## src/rtl/led_blinker_pkg.sv

```systemverilog
// Shared register map and delay-word types for the multi-channel LED blinker.
package led_blinker_pkg;

    localparam logic [4:0] REG_CTRL     = 5'd0;
    localparam logic [4:0] REG_STATUS   = 5'd1;
    localparam logic [4:0] REG_DLY_BASE = 5'd2;
    localparam logic [4:0] REG_POL      = 5'd31;

    localparam int DEF_DLY_W = 16;

    typedef logic [DEF_DLY_W-1:0] dly_word_t;

endpackage

```

## src/rtl/led_blink_chan.sv

```systemverilog
// One LED channel: counts ms ticks and toggles its state after each half-period.
module led_blink_chan #(
    parameter int DLY_W = 16
) (
    input  logic             clk,
    input  logic             rst,
    input  logic             tick,
    input  logic             en,
    input  logic [DLY_W-1:0] dly,
    input  logic             dly_wr,
    output logic             led_state
);

    logic [DLY_W-1:0] r_cnt;

    // Channel counter and toggle; a zero delay stalls the channel with its state held.
    always_ff @(posedge clk) begin
        if (rst) begin
            r_cnt     <= {DLY_W{1'b0}};
            led_state <= 1'b0;
        end else if (!en) begin
            r_cnt     <= {DLY_W{1'b0}};
            led_state <= 1'b0;
        end else if (dly_wr) begin
            r_cnt     <= {DLY_W{1'b0}};
        end else if (dly == {DLY_W{1'b0}}) begin
            r_cnt     <= {DLY_W{1'b0}};
        end else if (tick) begin
            if (r_cnt == dly - DLY_W'(1)) begin
                r_cnt     <= {DLY_W{1'b0}};
                led_state <= ~led_state;
            end else begin
                r_cnt     <= r_cnt + DLY_W'(1);
            end
        end
    end

endmodule

```

## src/rtl/led_blinker_array.sv

```systemverilog
// MMIO multi-channel LED blinker with shared ms prescaler.
// Optional output polarity register enabled by LED_BLINKER_POLARITY_EN.
module led_blinker_array
    import led_blinker_pkg::*;
#(
    parameter int NUM_CH      = 4,
    parameter int DLY_W       = DEF_DLY_W,
    parameter int TICK_DIV    = 100000,
    parameter int DEFAULT_DLY = 500
) (
    input  logic              clk,
    input  logic              rst,
    input  logic              cs,
    input  logic              read,
    input  logic              write,
    input  logic [4:0]        addr,
    input  logic [31:0]       wr_data,
    output logic [31:0]       rd_data,
    output logic [NUM_CH-1:0] led
);

    localparam int PW = (TICK_DIV > 1) ? $clog2(TICK_DIV) : 1;

    logic [PW-1:0]     r_presc;
    logic [NUM_CH-1:0] r_ctrl;
    logic [DLY_W-1:0]  r_dly [NUM_CH];
    logic [NUM_CH-1:0] w_state;
    logic [NUM_CH-1:0] w_en;
    logic [NUM_CH-1:0] w_dly_wr;
    logic              w_tick;
    logic              w_wr;
    logic              w_ctrl_wr;
    logic              w_unused;

    assign w_unused  = read ^ (^wr_data);
    assign w_wr      = cs && write;
    assign w_ctrl_wr = w_wr && (addr == REG_CTRL);
    assign w_tick    = (r_presc == PW'(TICK_DIV - 1));

    // A CTRL write that clears a bit disables that channel at the same edge.
    assign w_en = r_ctrl & ~({NUM_CH{w_ctrl_wr}} & ~wr_data[NUM_CH-1:0]);

    // Free-running prescaler producing the shared ms tick.
    always_ff @(posedge clk) begin
        if (rst) begin
            r_presc <= {PW{1'b0}};
        end else if (w_tick) begin
            r_presc <= {PW{1'b0}};
        end else begin
            r_presc <= r_presc + PW'(1);
        end
    end

    // Control and delay register writes.
    always_ff @(posedge clk) begin
        if (rst) begin
            r_ctrl <= {NUM_CH{1'b0}};
            for (int i = 0; i < NUM_CH; i++) begin
                r_dly[i] <= DLY_W'(DEFAULT_DLY);
            end
        end else if (w_wr) begin
            if (addr == REG_CTRL) begin
                r_ctrl <= wr_data[NUM_CH-1:0];
            end
            for (int i = 0; i < NUM_CH; i++) begin
                if (w_dly_wr[i]) begin
                    r_dly[i] <= wr_data[DLY_W-1:0];
                end
            end
        end
    end

    for (genvar g = 0; g < NUM_CH; g++) begin : g_chan
        assign w_dly_wr[g] = w_wr && (addr == REG_DLY_BASE + 5'(g));

        led_blink_chan #(
            .DLY_W(DLY_W)
        ) u_chan (
            .clk      (clk),
            .rst      (rst),
            .tick     (w_tick),
            .en       (w_en[g]),
            .dly      (r_dly[g]),
            .dly_wr   (w_dly_wr[g]),
            .led_state(w_state[g])
        );
    end

`ifdef LED_BLINKER_POLARITY_EN
    logic [NUM_CH-1:0] r_pol;

    // Polarity register; a disabled channel therefore drives its inactive level.
    always_ff @(posedge clk) begin
        if (rst) begin
            r_pol <= {NUM_CH{1'b0}};
        end else if (w_wr && (addr == REG_POL)) begin
            r_pol <= wr_data[NUM_CH-1:0];
        end
    end

    assign led = w_state ^ r_pol;
`else
    assign led = w_state;
`endif

    // Side-effect-free read mux.
    always_comb begin
        rd_data = 32'd0;
        case (addr)
            REG_CTRL:   rd_data = 32'(r_ctrl);
            REG_STATUS: rd_data = 32'(led);
`ifdef LED_BLINKER_POLARITY_EN
            REG_POL:    rd_data = 32'(r_pol);
`endif
            default: begin
                for (int i = 0; i < NUM_CH; i++) begin
                    rd_data = rd_data |
                        ((addr == REG_DLY_BASE + 5'(i)) ? 32'(r_dly[i]) : 32'd0);
                end
            end
        endcase
    end

endmodule

```

## config.mk

```make
export PLATFORM = sky130hd
export DESIGN_NAME = led_blinker_array
export DESIGN_NICKNAME = d
export VERILOG_FILES = /design/src/rtl/led_blinker_pkg.sv /design/src/rtl/led_blink_chan.sv /design/src/rtl/led_blinker_array.sv
export SDC_FILE = /design/constraint.sdc
export NUM_CORES = 1
export LEC_CHECK = 0
export ABC_AREA = 1
export BUFFER_PORTS_ARGS = -buffer_cell sky130_fd_sc_hd__clkbuf_2
export CAP_MARGIN = 20
export CELL_PAD_IN_SITES_DETAIL_PLACEMENT = 0
export CELL_PAD_IN_SITES_GLOBAL_PLACEMENT = 1
export CORE_MARGIN = 3
export CORE_UTILIZATION = 44
export DETAILED_ROUTE_END_ITERATION = 7
export GPL_ROUTABILITY_DRIVEN = 0
export PLACE_DENSITY_LB_ADDON = 0.1
export SYNTH_ARGS = -nofsm -noshare
export SYNTH_HDL_FRONTEND = slang
export SYNTH_SLANG_ARGS = --single-unit
```

## constraint.sdc

```tcl
create_clock -name clk -period 2.46 [get_ports clk]
set_input_delay 0 -clock clk [delete_from_list [all_inputs] [get_ports clk]]
set_output_delay 0 -clock clk [all_outputs]
set_load 0.05 [all_outputs]
```

Yosys cells after proc, flatten, opt, wreduce, memory -nomap -nowiden. Memory sizes are Yosys's and may differ from the RTL's. Index checks and enable logic that the tools add are counted.

Register bits after elaboration: 89. Latch bits: 0. RAM bits: 64. Bits in read-only memories: 0. Input port bits: 42. Output and inout port bits: 36. Logic and storage cells: 113. Memories kept: 1.

Memories: r_dly (depth 4, bits a word 16, rd ports 4, clocked after Yosys merged registers in 0, write ports 4, RTL line led_blinker_array.sv:26) `logic [DLY_W-1:0] r_dly [NUM_CH];`.

$add $sub $neg: 9. Multiply operators: 0. Div/mod/pow operators: 0. $lt $le $gt $ge: 0. Equality and inequality tests: 10. Shifts and indexed selects: 0. Muxes and demuxes: 31. Bitwise logic cells: 27. Reductions and logical operators: 25.

Operators by type and width (number): $mux 16 (12); $add 16x1->16 const B (4); $eq 16x16->1 (4); $logic_not 16->1 (4); $sub 16x1->16 const B (4); $or 16x16->16 (3); $pmux 16 s2 (1); $mux 1 (18); $add 17x1->17 const B (1); $eq 17x17->1 const B (1); $not 1->1 (16); $reduce_and 4->1 (4); $reduce_or 4->1 (4); $eq 5x2->1 const B (2); $eq 5x3->1 const B (2); $reduce_or 2->1 (5); $and 4x4->4 (2); $not 4->4 (2); $logic_and 1x1->1 (6); $eq 5x1->1 const B (1); $logic_not 5->1 (1); $or 1x1->1 (4); $reduce_and 2->1 (1).

Logic depth before layout (Yosys ltp). Gate-level depths: netlist (run 1).

Word-level depth: 7. Gate-level depth with buffers: 16. Depth with buffers taken out: 16.

By module. Synthesis (run 1) repeated with hierarchy kept, for this count alone.

Cells, all modules: 1746. Area total of the unflattened synthesis: 11355.9 um^2.

By module, submodules not included: led_blink_chan (times used 4, cells an instance 318, area each 1805.5 um^2, sequential area each 340.3 um^2); led_blinker_array (times used 1, cells an instance 474, area each 4134.0 um^2, sequential area each 2342.2 um^2).

Least setup slack after synthesis (run 1). OpenSTA, ideal clock, no wires.

Kind: reg2reg. Start: memory r_dly[1][0]. End: register g_chan[1].u_chan.r_cnt[7]. Setup time: 0.132 ns. Arrival time: 1.883 ns. Data required time: 2.328 ns. Slack: 0.446 ns. Cell stages (with the launch flop): 17. Path buffers: 1. Clock period less this slack: 2.014 ns. Cells stage by stage: edfxtp_1 > inv_1 > ha_1 > nand3_1 > nor2_1 > nand2_1 > nor2_1 > nand2_1 > nand2_1 > nand2_1 > inv_1 > nand2_1 > nor2_2 > nand2_1 > nand2_2 > buf_4 > nor3_1.

RTL lines: start: declaration (RTL line led_blinker_array.sv:26); end signal: assignment (RTL line led_blink_chan.sv:19) `r_cnt <= {DLY_W{1'b0}};`; end signal: assignment (RTL line led_blink_chan.sv:22) `r_cnt <= {DLY_W{1'b0}};`; end signal: assignment (RTL line led_blink_chan.sv:25) `r_cnt <= {DLY_W{1'b0}};`; end: declaration (RTL line led_blink_chan.sv:14) `logic [DLY_W-1:0] r_cnt;`.

Final worst setup path (run 1).
Start: register r_presc[0]. End: register g_chan[2].u_chan.r_cnt[11].

Cells in the longest elaborated chain, start to end: 1.

RTL lines: start: declaration (RTL line led_blinker_array.sv:24) `logic [PW-1:0] r_presc;`; start signal: assignment (RTL line led_blinker_array.sv:46) `r_presc <= {PW{1'b0}};`; start signal: assignment (RTL line led_blinker_array.sv:48) `r_presc <= {PW{1'b0}};`; start signal: assignment (RTL line led_blinker_array.sv:50) `r_presc <= r_presc + PW'(1);`; $eq 17x17->1 (RTL line led_blinker_array.sv:38) `assign w_tick = (r_presc == PW'(TICK_DIV - 1));`; end signal: assignment (RTL line led_blink_chan.sv:27) `r_cnt <= {DLY_W{1'b0}};`; end signal: assignment (RTL line led_blink_chan.sv:30) `r_cnt <= {DLY_W{1'b0}};`; end signal: assignment (RTL line led_blink_chan.sv:33) `r_cnt <= r_cnt + DLY_W'(1);`; end: declaration (RTL line led_blink_chan.sv:14).

No other way between the ends. A chain may end at the register's enable or synchronous reset.

==> results.txt, run 1 <==
reg-to-reg endpoint - g_chan[2].u_chan.r_cnt[11]
initial antenna violation count - 0
Max Cap Viol - 0
worst hold stages - 3
non-filler cells, final - 1938
outcome - finished clean
Startpoint Class - flop
Slew HR - 52.7%
Total Routed Length - 30.2 mm
fin crit period - 2.30 ns
hold crit path type - in -> reg
worst-path fanout max - 3
ratio of cells with drive above 1 in the final layout - 11.8%
Setup Crit Path Kind - reg -> reg
placement row count - 55
Lkg Pwr - 5.06 nW
Die ar. - 25200 sq um
Clock Skews - 0.0123 ns
dpl cells - 1884
Worst-path clk slew - 0.07 ns
Area contributors post-synth - edfxtp_1, dfxtp_1, nand2_1, nor2_1, inv_1
Mapped Cells - 1515
area grow syn2layout - 15.8%
GRT Total Usage - 23.8%
number of DRC markers in iteration 0 - 661
I/O Buffers - 44
TritonCTS Sinks - 153
DP HPWL - 23.7 mm
largest net degree at the start of global routing - 20
# IOs - 78
pwr/cell area - 508 nW/um^2
yosys warns - 0
arrival time worst endpoint - 2.68 ns
Root Buffer - clkbuf_16
Vias - 9582
die width - 159 microns
initial core utilization - 45.1%
Yosys cell types - 53
H-Tree Depth - 4
Final Max Tran Viols - 0
Final Hold Vio Count - 0
vias in the first global route - 8881
Final period util - 93.6%
worst setup margin - 0.156 ns
Routed WL per cell - 15.6 microns
Seq/Total Area, Yosys - 36.0%
critical path capture point type - flop
Vias per Instance - 4.94
Reg2Reg Depth - 12
clock latency on the worst-skew pair - 0.44 ns
CTS Buffer Depth - 2
Top FF cell, synth - dfxtp_1
Nets - 1663
total core area - 22800 sq um
diodes inserted - 0
CTS tree - built
Routed Antenna Nets - 0
leading area contributor after synthesis - edfxtp_1
worst r2r src - r_presc[0]
FFs w/ async S/R, synth - 0%
setup violators final - 0
EDFF count, synth - 64
worst vdd ir - 0.000389 V
GRT Residual Overflow - 0
Mapped Area - 10300 sq um
Placement Setup Slack - 0.0720 ns
cts bufs inserted - 17
Worst Tran Pin Value - 0.708 ns
Worst Hold Path EP - r_dly[0][9]
FMAX - 0.434 GHz
mean post-synth cell area - 6.79 sq um
WP data required - 2.84 ns
flops & latches, synth - 153
Die Ht - 159 microns
first-pass GRT wire length - 47.5 mm
hold path start - wr_data[9]
r2r setup slk - 0.16 ns
Post-route DRC - 0
total iterations of the first detailed-routing run - 5
top cell type's share of synthesized area - 18.7%
kinds of logic after synthesis:
kind of cell,after synthesis,synth area share [%]
compound gates,112,6.33
xor+xnor,88,7.63
fa+ha+maj,9,1.10
buf+inv,262,10.5
flops,153,36.0
mux,1,0.0974
other cells,1,0.0365
simple gates,889,38.3
routing by layer:
layer | GRT usage (%) | share of wire, % | vias up
met4 | 7.48 | 2.6 | 0
met3 | 3.78 | 5.3 | 35
li1 | - | - | 4977
met5 | 0 | 0 | -
met2 | 38.2 | 45 | 243
met1 | 32.9 | 47 | 4327
state kept, by name, indices dropped and copies added, names as in the netlist:
name,flops
g_chan.u_chan.r_cnt,64
r_dly,64
r_presc,17
g_chan.u_chan.led_state,4
r_ctrl,4
final cells by class:
type | count | area, sq um
clock buffers | 19 | 433
repair buffers | 99 | 719
flip-flops and latches | 153 | 3710
well taps | 313 | 392
fillers | 2330 | 10900
multi-input cells | 1116 | 5660
clock inverters | 13 | 144
inverters | 225 | 852
worst max-delay path, cell delays in order, from the launching register on:
cell	delay [ns]
dfxtp_2	0.35
ha_4	0.14
nand2_2	0.07
nor2_4	0.14
nand4_1	0.15
nor2_4	0.27
buf_12	0.15
nand4_1	0.18
nor3_1	0.30
nand2_1	0.12
o21ai_0	0.17
nand3_1	0.08
nor2_1	0.11
cells in the final DEF (no fill, tap or decap), types with 9 or more instances in the layout:
cell,n
a21oi_1,28
nor3b_1,12
o22ai_1,10
a221oi_1,9
nand3_1,87
clkbuf_2,44
nand2_1,361
nor2_4,11
inv_1,216
nor3_1,37
nor2_2,17
xor2_1,66
clkbuf_16,17
nand2_2,9
dfxtp_1,87
buf_4,38
edfxtp_1,64
nand4_1,33
dlygate4sd3_1,10
nor2_1,280
conb_1,16
o21ai_0,42
xnor2_1,21
cells in the mapped netlist (3+ instances only):
master and instances:
nor2_1 292, edfxtp_1 64, buf_4 21, xor2_1 66
nand2_1 363, clkinv_1 4, nor2_2 9, o22ai_1 10
nand2_2 7, o211ai_1 6, a21oi_1 29, nor2_4 7
nand3b_1 7, or2_2 6, nor3_1 37, inv_1 216
a221oi_1 9, dfxtp_1 89, o21ai_0 43, clkbuf_1 11
inv_2 4, o21bai_1 5, nand3_1 89, nor3b_1 12
buf_2 4, nor3_4 4, nor3_2 4, ha_1 9
xnor2_1 21, nand4_1 33, nand3_2 3, nor4_1 3
o21ai_1 4
worst max path at each step:
| stage | start | endpoint | slack (ns) | cells past startpoint |
|---|---|---|---|---|
| 2_1_floorplan | r_dly[1][0] | g_chan[1].u_chan.r_cnt[7] | 0.45 | 16 |
| 3_3_place_gp | r_presc[0] | g_chan[2].u_chan.r_cnt[15] | 0.11 | 14 |
| 3_5_place_dp | r_dly[2][0] | g_chan[2].u_chan.r_cnt[6] | 0.07 | 11 |
| 4_1_cts | r_presc[0] | g_chan[2].u_chan.r_cnt[15] | 0.08 | 14 |
| 5_1_grt | r_presc[0] | g_chan[1].u_chan.r_cnt[12] | -0.003 | 14 |
| 6_report | r_presc[0] | g_chan[2].u_chan.r_cnt[11] | 0.16 | 12 |
per-stage QoR:
| stage | cell area [sq um] | power [mW] | setup TNS (ns) | hold slack (ns) | utilization (%) |
|---|---|---|---|---|---|
| final | 11900 | 6.04 | 0 | 0.00410 | 52.3 |
| after global placement | 11000 | 3.40 | 0 | 0.360 | 48.4 |
| after floorplan | 10300 | 3.24 | 0 | 0.158 | - |
| after CTS | 11700 | 6.05 | 0 | 0.000584 | 51.4 |
| after global routing | 11900 | 6.25 | -0.00328 | 0.00106 | 52.3 |
| after detailed placement | 11000 | 3.41 | 0 | 0.371 | 48.4 |
report_power, final:
group	leakage [nW]	switching (mW)	internal [mW]
registers	1.34	0.0883	2.71
clock network	0.268	1.15	1.50
logic	3.45	0.410	0.181
timing repair:
action	4_1_cts	5_1_grt
hold buffers	10	0
setup endpoints to repair	0	65
resized for setup	0	34
endpoints found under the hold margin	25	0
buffers inserted	0	11
Power figures use the tool's default switching activity.
==> run 2: changes to the inputs <==
--- a/config.mk
+++ b/config.mk
@@ -10,11 +10,12 @@
 export CAP_MARGIN = 20
 export CELL_PAD_IN_SITES_DETAIL_PLACEMENT = 0
 export CELL_PAD_IN_SITES_GLOBAL_PLACEMENT = 1
-export CORE_MARGIN = 3
+export CORE_MARGIN = 2
 export CORE_UTILIZATION = 44
 export DETAILED_ROUTE_END_ITERATION = 7
 export GPL_ROUTABILITY_DRIVEN = 0
 export PLACE_DENSITY_LB_ADDON = 0.1
+export REMOVE_ABC_BUFFERS = 1
 export SYNTH_ARGS = -nofsm -noshare
 export SYNTH_HDL_FRONTEND = slang
 export SYNTH_SLANG_ARGS = --single-unit
==> run 2 against run 1 <==
Against the previous run:
- worst hold slack improved by 0.015 ns
- design area decreased by 0.47%
- global-route usage increased by 2.3 points
- critical path type unchanged
- largest cell class unchanged
==> results.txt, run 2 (synthesis gave the netlist of run 1 again) <==
fin crit period - 2.37 ns (+0.0695 ns)
CP Depth - 12 (unchanged)
TritonCTS Sinks - 153 (unchanged)
WP data required - 2.82 ns (-0.02 ns)
outcome - finished clean
Root Buffer - clkbuf_16
Clock Skews - 0.0167 ns (+0.00444 ns)
# IOs - 78 (unchanged)
GRT Residual Overflow - 0 (unchanged)
max incr delay on CP - 0.36 ns (about the same)
arrival time worst endpoint - 2.74 ns (+0.06 ns)
unrepaired setup endpoints after global routing - yes
area grow syn2layout - 15.3%
Placement Setup Slack - 0.0722 ns (+0.000160 ns)
setup TNS - 0 ns (unchanged)
combinational share of power - 9.8% (about the same)
hold crit path type - in -> reg
largest net degree at the start of global routing - 20 (unchanged)
reg-to-reg endpoint - g_chan[2].u_chan.r_cnt[13]
sequential power share - 46.2% (about the same)
CTS Buffer Depth - 2 (unchanged)
# fillers - 2341 (+0.47%)
dpl cells - 1880 (-0.21%)
Vias - 9797 (+2.2%)
Critical-path top delay cell - dfxtp_1
Worst Tran Pin Value - 0.707 ns (-0.000829 ns)
worst r2r src - r_presc[1]
first-pass GRT wire length - 48.7 mm (+2.5%)
Routed Antenna Nets - 0 (unchanged)
Final Max Tran Viols - 0 (unchanged)
Final period util - 96.5% (+2.8 points)
vias in the first global route - 9157 (+3.1%)
initial antenna violation count - 1 (+1)
die width - 157 microns (-1.3%)
crit-path cells - ha_4, nand2_1, nor2_2, nand4_1, nor2_4, buf_6, nand4_1, nor3_1, nand2_1, o21bai_1, nand3_1, nor2_1
Die Ht - 157 microns (-1.3%)
ratio of cells with drive above 1 in the final layout - 12.3% (+0.58 points)
FMAX - 0.421 GHz (-2.9%)
commonest cells after routing, fill and taps aside - nand2_1, nor2_1, inv_1
Bufs and invs on worst path - 1 (unchanged)
Pint - 4.32 mW (-1.7%)
total iterations of the first detailed-routing run - 6 (+1)
worst setup margin - 0.0868 ns (-0.0695 ns)
Lkg Pwr - 5.01 nW (-1.0%)
Sw Ratio - 28.5% (+1.2 points)
worst hold stages - 3 (unchanged)
clock latency on the worst-skew pair - 0.44 ns (about the same)
non-filler cells, final - 1928 (-0.52%)
I/O Buffers - 44 (unchanged)
most common cell after layout, fill and taps aside - nand2_1
r2r setup slk - 0.09 ns (-0.07 ns)
setup violators final - 0 (unchanged)
final core utilization - 52.0% (-0.25 points)
Die ar. - 24600 sq um (-2.5%)
H-Tree Depth - 4 (unchanged)
DP HPWL - 24.3 mm (+2.5%)
worst vdd ir - 0.000294 V (-24%)
CP startpoint - r_presc[1]
Max Cap Viol - 0 (unchanged)
pwr/cell area - 510 nW/um^2 (+0.40%)
placement row count - 55 (unchanged)
total core area - 22800 sq um (unchanged)
Worst-path clk slew - 0.07 ns (about the same)
Largest regs - g_chan.u_chan.r_cnt: 64 flops, r_dly: 64 flops, r_presc: 17 flops
Total Routed Length - 31.1 mm (+2.8%)
GRT Total Usage - 26.0% (+2.3 points)
Routed WL per cell - 16.1 microns (+3.4%)
Clk pwr share - 44.0% (about the same)
initial core utilization - 45.1% (unchanged)
critical path capture point type - flop
Reg2Reg Depth - 12 (unchanged)
worst-path fanout max - 3 (unchanged)
Slew HR - 52.7% (+0.055 points)
number of DRC markers in iteration 0 - 800 (+21%)
crit-path leading delay family - simple AND/OR/NAND/NOR gates
Post-route DRC - 0 (unchanged)
Vias per Instance - 5.08 (+2.8%)
Final Hold Vio Count - 0 (unchanged)
CP endpoint - g_chan[2].u_chan.r_cnt[13]
sw power - 1.72 mW (+4.2%)
Startpoint Class - flop
CTS tree - built
Nets - 1652 (-0.66%)
cts bufs inserted - 17 (unchanged)
Setup Crit Path Kind - reg -> reg
==> run 2: cell types whose count changed in the layout (fill, tap and decap cells not counted), sizes merged, moves of 2 or more <==
| cell | change |
|---|---|
| dlygate4sd3 | -5 |
| bufinv | -2 |
| inv | +5 |
| buf | -6 |
| clkinvlp | -3 |
==> run 2: timing repair <==
| item | 4_1_cts | 5_1_grt |
|---|---|---|
| resized for setup | 0 | 42 |
| hold buffers | 5 | 0 |
| buffers inserted | 0 | 9 |
| endpoints found under the setup margin | 0 | 67 |
| hold endpoints to repair | 19 | 0 |
==> run 2: area by class of cell <==
class | instances | area (sq um) | area share, %
Multi-Input combinational cell | 1116 | 5720 | 48.3
Sequential cell | 153 | 3700 | 31.3
Inverter | 225 | 850 | 7.17
Timing Repair Buffer | 88 | 604 | 5.10
Clock buffer | 20 | 478 | 4.03
Tap cell | 313 | 392 | 3.30
Clock inverter | 12 | 100 | 0.845
Antenna cell | 1 | 2.50 | 0.0211
==> run 2: worst min-delay path by stage <==
stage	slack (ns)	to	startpoint
4_1_cts	0.01	r_dly[0][14]	wr_data[14]
5_1_grt	0.01	r_dly[0][12]	wr_data[12]
3_5_place_dp	0.39	r_dly[0][4]	wr_data[4]
6_report	0.02	r_dly[3][9]	wr_data[9]
3_3_place_gp	0.39	r_dly[0][4]	wr_data[4]
2_1_floorplan	0.16	r_presc[4]	rst
==> run 2: routing by layer <==
layer  global-route usage, %  vias to the layer above  wire length (microns)
met1                    35.2                     4499                  14200
met5                       0                        -                      0
met2                    42.2                      293                  14300
met4                    7.34                        0                    528
met3                    5.18                       31                   2040
li1                        -                     4974                      -
==> run 2: power by group through the flow <==
stage	logic (mW)	registers, mW	clock network [mW]
4_1_cts	0.574	2.79	2.68
3_5_place_dp	0.564	2.84	0
2_1_floorplan	0.401	2.81	0
6_report	0.593	2.79	2.65
5_1_grt	0.652	2.80	2.77
3_3_place_gp	0.563	2.84	0
==> run 2: worst reg2reg max path, stage by stage, from the launching register on <==
cell and delay (ns):
dfxtp_1 0.36, ha_4 0.14, nand2_1 0.07, nor2_2 0.15
nand4_1 0.17, nor2_4 0.27, buf_6 0.15, nand4_1 0.17
nor3_1 0.30, nand2_1 0.13, o21bai_1 0.15, nand3_1 0.09
nor2_1 0.13
==> run 2: through the flow <==
stage | cell area [sq um] | power (mW) | hold slack [ns]
6_report | 11900 | 6.04 | 0.0187
5_1_grt | 11800 | 6.22 | 0.0146
4_1_cts | 11600 | 6.04 | 0.0111
3_5_place_dp | 11000 | 3.41 | 0.391
3_3_place_gp | 11000 | 3.41 | 0.388
2_1_floorplan | 10100 | 3.21 | 0.158
==> run 3: changes to the inputs <==
--- a/config.mk
+++ b/config.mk
@@ -18,4 +18,5 @@
 export REMOVE_ABC_BUFFERS = 1
 export SYNTH_ARGS = -nofsm -noshare
 export SYNTH_HDL_FRONTEND = slang
+export SYNTH_HIERARCHICAL = 1
 export SYNTH_SLANG_ARGS = --single-unit
==> run 3 against run 2 <==
Against the previous run:
- worst hold slack better by 0.014 ns
- sequential share of layout area is 2.5 points lower
- sequential cell count stayed put
- via count increased by 8.5%
- wire length grew 4.2%
- critical path depth up 2
- sequential power about the same
- first-iteration DRC count is 5.5% higher
- critical endpoint is now g_chan[3].u_chan/r_cnt[6]
- largest power group is now the clock network
==> results.txt, run 3 <==
Max Cap Viol - 0 (unchanged)
initial core utilization - 45.0% (-0.16 points)
Lkg Pwr - 5.64 nW (+13%)
CTS Buffer Depth - 2 (unchanged)
Routed WL per cell - 14.9 microns (-7.5%)
CP startpoint - r_dly[3][0]
Clock Skews - 0.0114 ns (-0.00528 ns)
Worst Tran Pin Value - 0.545 ns (-0.163 ns)
Vias per Instance - 4.89 (-3.8%)
TritonCTS Sinks - 153 (unchanged)
vias in the first global route - 9698 (+5.9%)
Area contributors post-synth - nand2_1, edfxtp_1, dfxtp_1, nor2_1, inv_1
Seq/Total Area, Yosys - 32.6% (-3.4 points)
Final Hold Vio Count - 0 (unchanged)
clock latency on the worst-skew pair - 0.43 ns (about the same)
cell with the most instances after synthesis - nand2_1
Nets - 1881 (+14%)
Synth Area in Adders - 0.992% (-0.10 points)
flops & latches, synth - 153 (unchanged)
initial antenna violation count - 0 (-1)
area grow syn2layout - 13.4%
Synth Area in Compound Gates - 4.54% (-1.8 points)
yosys warns - 6 (+6)
largest family of logic cells by synthesized area - simple AND/OR/NAND/NOR gates
CP endpoint - g_chan[3].u_chan/r_cnt[6]
setup violators final - 0 (unchanged)
outcome - finished clean
worst vdd ir - 0.000372 V (+26%)
EDFF count, synth - 64 (unchanged)
Worst-path clk slew - 0.07 ns (about the same)
reg-to-reg endpoint - g_chan[3].u_chan/r_cnt[6]
die width - 165 microns (+5.0%)
Placement Setup Slack - 0.141 ns (+0.0689 ns)
Top FF cell, synth - dfxtp_1
Root Buffer - clkbuf_16
Commonest cells post-synth - nand2_1, nor2_1, inv_1
largest net degree at the start of global routing - 34 (+70%)
Yosys cell types - 36 (-32%)
Post-route DRC - 0 (unchanged)
pwr/cell area - 500 nW/um^2 (-2.0%)
Reg2Reg Depth - 14 (+2)
Total Routed Length - 32.4 mm (+4.2%)
Post-Synth Simple-Gate Area - 44.0% (+5.7 points)
fin crit period - 2.29 ns (-0.0869 ns)
Mapped Cells - 1746 (+15%)
Vias - 10600 (+8.5%)
placement row count - 58 (+5.5%)
total iterations of the first detailed-routing run - 6 (unchanged)
hold crit path type - in -> reg
first-pass GRT wire length - 50.9 mm (+4.5%)
final instance area - 12900 sq um (+8.6%)
top cell type's share of synthesized area - 18.3% (-0.38 points)
WP data required - 2.78 ns (-0.04 ns)
diodes inserted - 0 (-1)
Final period util - 92.9% (-3.5 points)
placed inst area - 12000 sq um (+9.5%)
worst r2r src - r_dly[3][0]
leading area contributor after synthesis - nand2_1
Final Max Tran Viols - 0 (unchanged)
Mapped Area - 11400 sq um (+10%)
worst setup margin - 0.174 ns (+0.0869 ns)
XOR/XNOR Fraction of Synth Area - 6.56% (-1.1 points)
mean post-synth cell area - 6.50 sq um (-4.1%)
final core utilization - 51.0% (-1.1 points)
most common cell after layout, fill and taps aside - nand2_1
Routed Antenna Nets - 0 (unchanged)
commonest cells after routing, fill and taps aside - nand2_1, nor2_1, inv_1
GRT Total Usage - 24.3% (-1.7 points)
setup TNS - 0 ns (unchanged)
total core area - 25300 sq um (+11%)
unrepaired setup endpoints after global routing - no
Largest regs - g_chan.u_chan/r_cnt: 64 flops, r_dly: 64 flops, r_presc: 17 flops
cts bufs inserted - 17 (unchanged)
DP HPWL - 25.5 mm (+5.0%)
Setup Crit Path Kind - reg -> reg
arrival time worst endpoint - 2.61 ns (-0.13 ns)
number of DRC markers in iteration 0 - 844 (+5.5%)
Slew HR - 63.6% (+11 points)
r2r setup slk - 0.17 ns (+0.09 ns)
GRT Residual Overflow - 0 (unchanged)
# IOs - 78 (unchanged)
H-Tree Depth - 4 (unchanged)
multiplexer area fraction after synthesis - 0% (-0.097 points)
critical path capture point type - flop
Startpoint Class - flop
CTS tree - built
FFs w/ async S/R, synth - 0% (unchanged)
hold_ws - 0.0328 ns (+0.0141 ns)
Die ar. - 27100 sq um (+10%)
Die Ht - 165 microns (+5.0%)
I/O Buffers - 44 (unchanged)
ratio of cells with drive above 1 in the final layout - 13.8% (+1.5 points)
FMAX - 0.437 GHz (+3.8%)
worst-path fanout max - 10 (+7)
run 3: changes by cell type after synthesis, sizes merged, moves of 9 or more:
cell    before  now
nor2       308  348
buf         26   35
a221oi       9    0
nor3b       13    0
nand2      372  572
nor3        45   33
inv        221  253
o22ai       10    0
run 3: how the worst min path moves through the flow:
| stage | depth (start not counted) | startpoint | slack, ns | to |
|---|---|---|---|---|
| 2_1_floorplan | 3 | rst | 0.16 | g_chan[0].u_chan/led_state |
| 3_3_place_gp | 4 | rst | 0.39 | g_chan[1].u_chan/led_state |
| 3_5_place_dp | 4 | rst | 0.38 | g_chan[1].u_chan/led_state |
| 4_1_cts | 3 | wr_data[0] | 0.02 | r_dly[0][0] |
| 5_1_grt | 3 | wr_data[0] | 0.02 | r_dly[1][0] |
| 6_report | 3 | wr_data[1] | 0.03 | r_dly[1][1] |
run 3: per-layer routing:
| layer | vias up | GRT usage, % | part of all wire [%] |
|---|---|---|---|
| met4 | 0 | 4.94 | 1.2 |
| met2 | 284 | 38.3 | 44 |
| li1 | 5561 | - | - |
| met1 | 4758 | 35.2 | 49 |
| met5 | - | 0 | 0 |
| met3 | 24 | 4.12 | 6.3 |
run 3: critical path, cell delays in order (launching register included):
cell      delay [ns]
edfxtp_1        0.39
inv_1           0.14
ha_1            0.23
nand2_2         0.12
nor2_1          0.25
nand4_1         0.12
nand2_1         0.09
nand2_1         0.05
inv_1           0.05
nand2_1         0.07
nor2_2          0.19
nand2_2         0.10
o21bai_4        0.16
buf_12          0.16
nor2_2          0.04
run 3: repair_timing:
action / CTS / global route
endpoints found under the setup margin: 0 / 34
buffers inserted: 0 / 1
hold buffers: 14 / 0
resized for setup: 0 / 16
hold endpoints to repair: 54 / 0
run 3: logic make-up after synthesis:
kind of cell,Yosys count
AND/OR/NAND/NOR,1112
other,1
XOR/XNOR,85
flip-flops,153
AO/OA/AOI/OAI,87
adder cells (fa/ha/maj),9
buffers and inverters,299
run 3: stage by stage:
| step | power, mW | cells |
|---|---|---|
| 2_1_floorplan | 3.31 | 1723 |
| 3_3_place_gp | 3.52 | 2125 |
| 3_5_place_dp | 3.52 | 2125 |
| 4_1_cts | 6.48 | 2171 |
| 5_1_grt | 6.68 | 2173 |
| 6_report | 6.43 | 2173 |
run 3: report_power, final:
group	internal (mW)	switching [mW]	total, mW	leakage (nW)
combinational	0.203	0.477	0.680	3.99
sequential	2.70	0.109	2.81	1.34
clock	1.73	1.20	2.94	0.306
run 3: layout make-up:
class	instances	area, sq um
clock inverters	14	210
multi-input cells	1309	6470
clock buffers	18	429
fillers	2629	12400
inverters	261	980
flip-flops and latches	153	3700
repair buffers	88	666
well taps	330	413
